==> config.mk <==
export PLATFORM = sky130hd
export DESIGN_NAME = usb_link_ctrl_flat
export DESIGN_NICKNAME = d
export VERILOG_FILES = /design/src/rtl/usb_link_pkg.sv /design/src/rtl/usb_link_ctrl_if.sv /design/src/rtl/usb_link_ctrl_line_timer.sv /design/src/rtl/usb_link_ctrl.sv /design/src/flat_wrapper.sv
export SDC_FILE = /design/constraint.sdc
export NUM_CORES = 1
export LEC_CHECK = 0
export ABC_AREA = 1
export BUFFER_PORTS_ARGS = -buffer_cell sky130_fd_sc_hd__buf_2
export CAP_MARGIN = 10
export CORE_UTILIZATION = 30
export DETAILED_ROUTE_END_ITERATION = 7
export PLACE_DENSITY = 0.41
export SLEW_MARGIN = 0
export SYNTH_ARGS = -nofsm -noshare
export SYNTH_HDL_FRONTEND = slang
export SYNTH_SLANG_ARGS = --single-unit
==> constraint.sdc <==
create_clock -name clk -period 2.3 [get_ports clk]
set_clock_uncertainty 0.2 [all_clocks]
set_input_delay 0.23 -clock clk [delete_from_list [all_inputs] [get_ports clk]]
set_output_delay 0.23 -clock clk [all_outputs]
set_load 0.03 [all_outputs]
==> src/rtl/usb_link_pkg.sv <==
// Shared definitions for the USB full-speed link controller: state encoding,
// LineState codes and default timing constants (all in full-speed bit times).
package usb_link_pkg;

    typedef enum logic [2:0] {
        ST_IDLE = 3'd0,
        ST_RX   = 3'd1,
        ST_TA   = 3'd2,
        ST_GNT  = 3'd3,
        ST_TX   = 3'd4
    } link_state_e;

    // LineState is {D-,D+}
    localparam logic [1:0] LS_SE0 = 2'b00;
    localparam logic [1:0] LS_J   = 2'b01;
    localparam logic [1:0] LS_K   = 2'b10;
    localparam logic [1:0] LS_SE1 = 2'b11;

    localparam int TA_BITS_DEF     = 2;
    localparam int GNT_TO_BITS_DEF = 4;
    localparam int RST_BITS_DEF    = 30;
    localparam int SUSP_BITS_DEF   = 36000;
    localparam int CNT_W_DEF       = 16;

endpackage

==> src/rtl/usb_link_ctrl_if.sv <==
// Signal bundle between the PHY/SIE side (master) and the link controller (slave).
interface usb_link_ctrl_if;

    logic       fs_ce;
    logic [1:0] LineState;
    logic       RxActive;
    logic       TxReq;
    logic       TxActive;
    logic       RxEn;
    logic       TxGrant;
    logic       tx_abort;
    logic       usb_rst;
    logic       suspend;
    logic [2:0] link_state;

    modport master (
        output fs_ce, LineState, RxActive, TxReq, TxActive,
        input  RxEn, TxGrant, tx_abort, usb_rst, suspend, link_state
    );

    modport slave (
        input  fs_ce, LineState, RxActive, TxReq, TxActive,
        output RxEn, TxGrant, tx_abort, usb_rst, suspend, link_state
    );

endinterface

==> src/rtl/usb_link_ctrl_line_timer.sv <==
// Saturating run-length counter of bit times: counts matching fs_ce samples,
// restarts on any non-matching sample or on clr, flags hit once LIMIT is reached.
module usb_line_timer #(
    parameter int W     = 16,
    parameter int LIMIT = 30
) (
    input  logic clk,
    input  logic rst,
    input  logic fs_ce_i,
    input  logic match_i,
    input  logic clr_i,
    output logic hit_o
);

    localparam logic [W-1:0] LIM = W'(LIMIT);

    logic [W-1:0] cnt_q;
    logic [W-1:0] cnt_d;

    always_comb begin
        cnt_d = cnt_q;
        if (clr_i) begin
            cnt_d = '0;
        end else if (fs_ce_i) begin
            if (!match_i) begin
                cnt_d = '0;
            end else if (cnt_q != LIM) begin
                cnt_d = cnt_q + 1'b1;
            end
        end
    end

    always_ff @(posedge clk or negedge rst) begin
        if (!rst) begin
            cnt_q <= '0;
        end else begin
            cnt_q <= cnt_d;
        end
    end

    assign hit_o = (cnt_q == LIM);

endmodule

==> src/rtl/usb_link_ctrl.sv <==
// Half-duplex full-speed line controller: arbitrates the D+/D- pair between
// receive and SIE transmit, enforces turnaround, detects bus reset and suspend.
module usb_link_ctrl
    import usb_link_pkg::*;
#(
    parameter int TA_BITS     = TA_BITS_DEF,
    parameter int GNT_TO_BITS = GNT_TO_BITS_DEF,
    parameter int RST_BITS    = RST_BITS_DEF,
    parameter int SUSP_BITS   = SUSP_BITS_DEF,
    parameter int CNT_W       = CNT_W_DEF
) (
    input  logic            clk,
    input  logic            rst,
    usb_link_ctrl_if.slave  link
);

    localparam logic [CNT_W-1:0] TA_LIM = CNT_W'(TA_BITS);
    localparam logic [CNT_W-1:0] TO_LIM = CNT_W'(GNT_TO_BITS);

    link_state_e      state_q;
    logic [CNT_W-1:0] ta_cnt_q;
    logic [CNT_W-1:0] to_cnt_q;
    logic             rx_en_q;
    logic             tx_grant_q;
    logic             tx_abort_q;

    logic se0_hit;
    logic j_hit;
    logic line_j;
    logic j_window;

    assign line_j   = (link.LineState == LS_J);
    assign j_window = (state_q == ST_IDLE) || (state_q == ST_TA);

    usb_line_timer #(
        .W     (CNT_W),
        .LIMIT (RST_BITS)
    ) u_se0_timer (
        .clk     (clk),
        .rst     (rst),
        .fs_ce_i (link.fs_ce),
        .match_i (link.LineState == LS_SE0),
        .clr_i   (1'b0),
        .hit_o   (se0_hit)
    );

    // Bus activity of any kind (receive or a pending transmit) restarts the idle-J run.
    usb_line_timer #(
        .W     (CNT_W),
        .LIMIT (SUSP_BITS)
    ) u_j_timer (
        .clk     (clk),
        .rst     (rst),
        .fs_ce_i (link.fs_ce),
        .match_i (line_j && j_window),
        .clr_i   (link.RxActive || link.TxReq),
        .hit_o   (j_hit)
    );

    always_ff @(posedge clk or negedge rst) begin
        if (!rst) begin
            state_q    <= ST_IDLE;
            ta_cnt_q   <= '0;
            to_cnt_q   <= '0;
            rx_en_q    <= 1'b1;
            tx_grant_q <= 1'b0;
            tx_abort_q <= 1'b0;
        end else begin
            tx_abort_q <= 1'b0;
            // A detected bus reset pins the link in IDLE until the SE0 ends.
            if (se0_hit) begin
                state_q    <= ST_IDLE;
                ta_cnt_q   <= '0;
                to_cnt_q   <= '0;
                rx_en_q    <= 1'b1;
                tx_grant_q <= 1'b0;
            end else begin
                case (state_q)
                    ST_IDLE: begin
                        rx_en_q    <= 1'b1;
                        tx_grant_q <= 1'b0;
                        if (link.RxActive) begin
                            state_q <= ST_RX;
                        end else if (link.TxReq) begin
                            state_q  <= ST_TA;
                            ta_cnt_q <= '0;
                        end
                    end
                    ST_RX: begin
                        if (!link.RxActive) begin
                            state_q  <= ST_TA;
                            ta_cnt_q <= '0;
                        end
                    end
                    ST_TA: begin
                        if (link.RxActive) begin
                            state_q  <= ST_RX;
                            ta_cnt_q <= '0;
                        end else if (ta_cnt_q == TA_LIM) begin
                            ta_cnt_q <= '0;
                            if (link.TxReq) begin
                                state_q    <= ST_GNT;
                                to_cnt_q   <= '0;
                                tx_grant_q <= 1'b1;
                                rx_en_q    <= 1'b0;
                            end else begin
                                state_q <= ST_IDLE;
                            end
                        end else if (link.fs_ce) begin
                            ta_cnt_q <= line_j ? ta_cnt_q + 1'b1 : '0;
                        end
                    end
                    ST_GNT: begin
                        if (link.TxActive) begin
                            state_q <= ST_TX;
                        end else if (to_cnt_q == TO_LIM) begin
                            state_q    <= ST_IDLE;
                            to_cnt_q   <= '0;
                            tx_grant_q <= 1'b0;
                            rx_en_q    <= 1'b1;
                            tx_abort_q <= 1'b1;
                        end else if (link.fs_ce) begin
                            to_cnt_q <= to_cnt_q + 1'b1;
                        end
                    end
                    ST_TX: begin
                        // End of EOP goes through TA so the bus gets its turnaround gap.
                        if (!link.TxActive) begin
                            state_q    <= ST_TA;
                            ta_cnt_q   <= '0;
                            tx_grant_q <= 1'b0;
                            rx_en_q    <= 1'b1;
                        end
                    end
                    default: begin
                        state_q    <= ST_IDLE;
                        ta_cnt_q   <= '0;
                        to_cnt_q   <= '0;
                        rx_en_q    <= 1'b1;
                        tx_grant_q <= 1'b0;
                    end
                endcase
            end
        end
    end

    assign link.RxEn       = rx_en_q;
    assign link.TxGrant    = tx_grant_q;
    assign link.tx_abort   = tx_abort_q;
    assign link.usb_rst    = se0_hit;
    assign link.suspend    = j_hit;
    assign link.link_state = state_q;

endmodule
==> src/flat_wrapper.sv <==
// flat-port wrapper written by rule: the top's interface ports become plain ports
module usb_link_ctrl_flat import usb_link_pkg::*;
#(
    parameter int TA_BITS     = TA_BITS_DEF,
    parameter int GNT_TO_BITS = GNT_TO_BITS_DEF,
    parameter int RST_BITS    = RST_BITS_DEF,
    parameter int SUSP_BITS   = SUSP_BITS_DEF,
    parameter int CNT_W       = CNT_W_DEF
)
  (clk, rst, link_fs_ce, link_LineState, link_RxActive, link_TxReq, link_TxActive, link_RxEn, link_TxGrant, link_tx_abort, link_usb_rst, link_suspend, link_link_state);
  usb_link_ctrl_if link_i ();
  input  logic clk;
  input  logic rst;
  input wire logic [$bits(link_i.fs_ce)-1:0] link_fs_ce;
  input wire logic [$bits(link_i.LineState)-1:0] link_LineState;
  input wire logic [$bits(link_i.RxActive)-1:0] link_RxActive;
  input wire logic [$bits(link_i.TxReq)-1:0] link_TxReq;
  input wire logic [$bits(link_i.TxActive)-1:0] link_TxActive;
  output wire logic [$bits(link_i.RxEn)-1:0] link_RxEn;
  output wire logic [$bits(link_i.TxGrant)-1:0] link_TxGrant;
  output wire logic [$bits(link_i.tx_abort)-1:0] link_tx_abort;
  output wire logic [$bits(link_i.usb_rst)-1:0] link_usb_rst;
  output wire logic [$bits(link_i.suspend)-1:0] link_suspend;
  output wire logic [$bits(link_i.link_state)-1:0] link_link_state;
  assign link_i.fs_ce = link_fs_ce;
  assign link_i.LineState = link_LineState;
  assign link_i.RxActive = link_RxActive;
  assign link_i.TxReq = link_TxReq;
  assign link_i.TxActive = link_TxActive;
  assign link_RxEn = link_i.RxEn;
  assign link_TxGrant = link_i.TxGrant;
  assign link_tx_abort = link_i.tx_abort;
  assign link_usb_rst = link_i.usb_rst;
  assign link_suspend = link_i.suspend;
  assign link_link_state = link_i.link_state;
  usb_link_ctrl #(.TA_BITS(TA_BITS), .GNT_TO_BITS(GNT_TO_BITS), .RST_BITS(RST_BITS), .SUSP_BITS(SUSP_BITS), .CNT_W(CNT_W)) u_core (.clk(clk), .rst(rst), .link(link_i));
endmodule
==> metrics.yaml <==
run_status:
  outcome: "completed"
detailed_routing:
  met2_length_mm: 6.42
  drt-pass1-iter-count: 6
  top_layer_used: "met4"
  routed_wl_mm: 13.7
  vias_per_cell: 4.78
  routed-wl-met3_microns: 460
  ant_nets: 0
  wire_per_inst_microns: 13.4
  post-route-drc-count: 0
  drtIter0Drc: 340
  wl_met1_mm: 6.53
  via_count: 4864
global_routing:
  overflow: 0
  globalRouteTotalUtil_pct: 17.0
  grt_pass1_vias: 4687
  grt_first_pass_wirelength_mm: 23.7
  antenna_found_initial: 0
  grt_max_degree: 38
timing:
  fin_crit_sh_pct: 93.5
  maxSlewHeadroom_pct: 66.3
  slew_violations: 0
  fin_crit_ps: 2150
  finalHoldViolations: 0
  rsz0062_at_grt: "false"
  setup_viol: 0
  worstMarginPinSlew_ps: 505
  fin_tns_setup_ps: 0
  fmax_mhz: 465
  whs_ps: 52.5
placement:
  port_buffers: 15
  dpl_cell_area_sq_um: 5460
  place_congestion: 0.835
  hpwl_mm: 10.1
clock_network:
  cts_buffer_depth: 2
  clk_pin_slew_ps: 60
  cts_made_buffers: 9
  cts_tree: "yes"
  cts.htree.levels: 3
  clk_latency_ps: 350
  root_buffer: "clkbuf_16"
  clkSinkCount: 70
layout:
  nets: 808
  final_cell_area_sq_um: 5790
  regArea_sq_um: 1750
  multiInputGateArea_sq_um: 2910
  num-fill-cells: 1832
  fin_util_pct: 35.2
  drive_gt1_share_pct: 12.0
  antennaDiodeCount: 0
  area_delta_synth_final_pct: 15.0
power_and_ir_drop:
  p_seq_share_pct: 32.8
  leakage_uw: 0.00263
  p_clk_share_pct: 35.1
  ir_drop_v: 0.000351
  p_int_uw: 2610
  pwr-share-comb_pct: 32.1
  powerDensity_nw_per_um2: 717
  switchingPower_uw: 1540
  switching_share_pct: 37.1
logic_synthesis:
  yosys_warnings: 0
  syn_area_sq_um: 5040
  synth_nets: 775
  synth.avg_cell_area_sq_um: 6.64
  ys_seq_area_share_pct: 34.8
  synth_cells: 759
  synth_cell_types: 39
  synth_seq_cells: 70
floorplan:
  initial_utilization_pct: 30.6
  io_pins: 16
  core_sq_um: 16500
  die-width_microns: 132
  die_area_sq_um: 17300
  die_h_microns: 132
  fp-row-count: 47
setup_path:
  crit_type: "reg -> out"
  cp_max_fo: 8
  startpoint: "u_core.u_se0_timer.cnt_q[0]"
  end_kind: "output port"
  regToRegSetupSlack_ps: 210
  startpoint_type: "register"
  r2r-start: "u_core.to_cnt_q[0]"
  cp.arrival_ps: 1720
  required_ps: 1870
job:
  maxCapViolCount: 0
min_path:
  hp-start: "link_TxActive"
  hold_path_class: "in -> reg"
==> worst max-delay path, stage by stage, from the launching register on <==
cell and delay (ps):
dfrtp_1 370, inv_1 90, ha_1 180, nand2_1 60
nor2_1 200, nand2_2 190, inv_1 90, buf_2 190
==> path summary, 6_finish.rpt <==
| kind | endpoint | cells after the start |
|---|---|---|
| worst max-delay path | link_usb_rst | 7 |
| worst min register to register | u_core.link.RxEn | 2 |
| max in group asynchronous | u_core.link.RxEn | 3 |
| min in group asynchronous | u_core.u_j_timer.cnt_q[3] | 2 |
| worst min-delay path | u_core.link.tx_abort | 4 |
| worst max register to register | u_core.to_cnt_q[4] | 10 |
==> routing by layer <==
layer	GRT usage, %	up-vias
met5	0	-
met1	22.7	2236
met2	27.9	85
met4	6.85	0
met3	2.12	15
li1	-	2528
==> power by group through the flow <==
| stage | combinational (uW) | clock [uW] | sequential, uW |
|---|---|---|---|
| after global placement | 1300 | 0 | 1380 |
| after CTS | 1310 | 1510 | 1360 |
| after detailed placement | 1310 | 0 | 1380 |
| final | 1330 | 1460 | 1360 |
| after global routing | 1490 | 1550 | 1370 |
| after floorplan | 895 | 0 | 1440 |
==> kinds of logic (layout without fill, tap and decap cells) <==
kind of cell | count (synthesis) | count (layout) | synth area share (%)
adder cells (fa/ha/maj) | 8 | 8 | 1.99
XOR/XNOR | 20 | 20 | 3.48
AO/OA/AOI/OAI | 80 | 80 | 9.46
flip-flops | 70 | 70 | 34.8
buffers and inverters | 84 | 122 | 7.60
AND/OR/NAND/NOR | 497 | 497 | 42.7
==> stage by stage <==
stage                     power (uW)  cells  setup slack [ps]
after CTS                       4190   1016              96.7
after global routing            4410   1017              7.67
final                           4150   1017               150
after floorplan                 2340    759               340
after global placement          2690    999               170
after detailed placement        2690    999               111
==> registers in the layout, indices dropped and copies added, names as in the netlist <==
| register | flops |
|---|---|
| u_core.link.tx_abort | 1 |
| u_core.link.TxGrant | 1 |
| u_core.u_se0_timer.cnt_q | 16 |
| u_core.link.RxEn | 1 |
| u_core.ta_cnt_q | 16 |
| u_core.u_j_timer.cnt_q | 16 |
| u_core.link.link_state | 3 |
| u_core.to_cnt_q | 16 |
==> layout by cell type (no fill, tap or decap), types with 13 or more instances in the layout <==
cell type	n
buf_4	23
nand2_2	13
dfrtp_1	69
nand4_1	28
o21ai_0	33
buf_2	14
nand3_1	68
xor2_1	13
o21ai_1	14
nand2_1	234
nor3_1	18
nor2_1	119
inv_1	60
==> timing repair <==
item                       4_1_cts  5_1_grt
gates resized for setup          0        2
buffers inserted                 0        1
hold buffers                     1        0
setup endpoints to repair        0       24
hold endpoints to repair        33        0
==> cells in the mapped netlist, drive strengths merged <==
cell type	instances	area, sq um
and3	1	6.26
o21bai	6	45.0
nand2	248	966
o211ai	1	7.51
a21oi	11	66.3
inv	64	240
clkinv	1	3.75
or2	2	12.5
o31ai	4	30.0
xnor2	7	61.3
nand3	71	370
o21a	1	7.51
nor4	1	6.26
dfstp	1	26.3
o21ai	52	279
and2	1	6.26
nand4	28	175
dfrtp	69	1730
nor3	18	90.1
clkbuf	3	13.8
a31o	3	26.3
buf	16	125
xor2	13	114
a21o	2	15.0
ha	8	100
nor2	127	517
==> area by class of cell <==
class	instances	share of cell area (%)
Clock buffer	12	4.43
Clock inverter	4	0.778
Inverter	65	4.21
Multi-Input combinational cell	605	50.2
Sequential cell	70	30.3
Tap cell	220	4.75
Timing Repair Buffer	41	5.40
No activity file was read; power rests on OpenSTA's default activity.
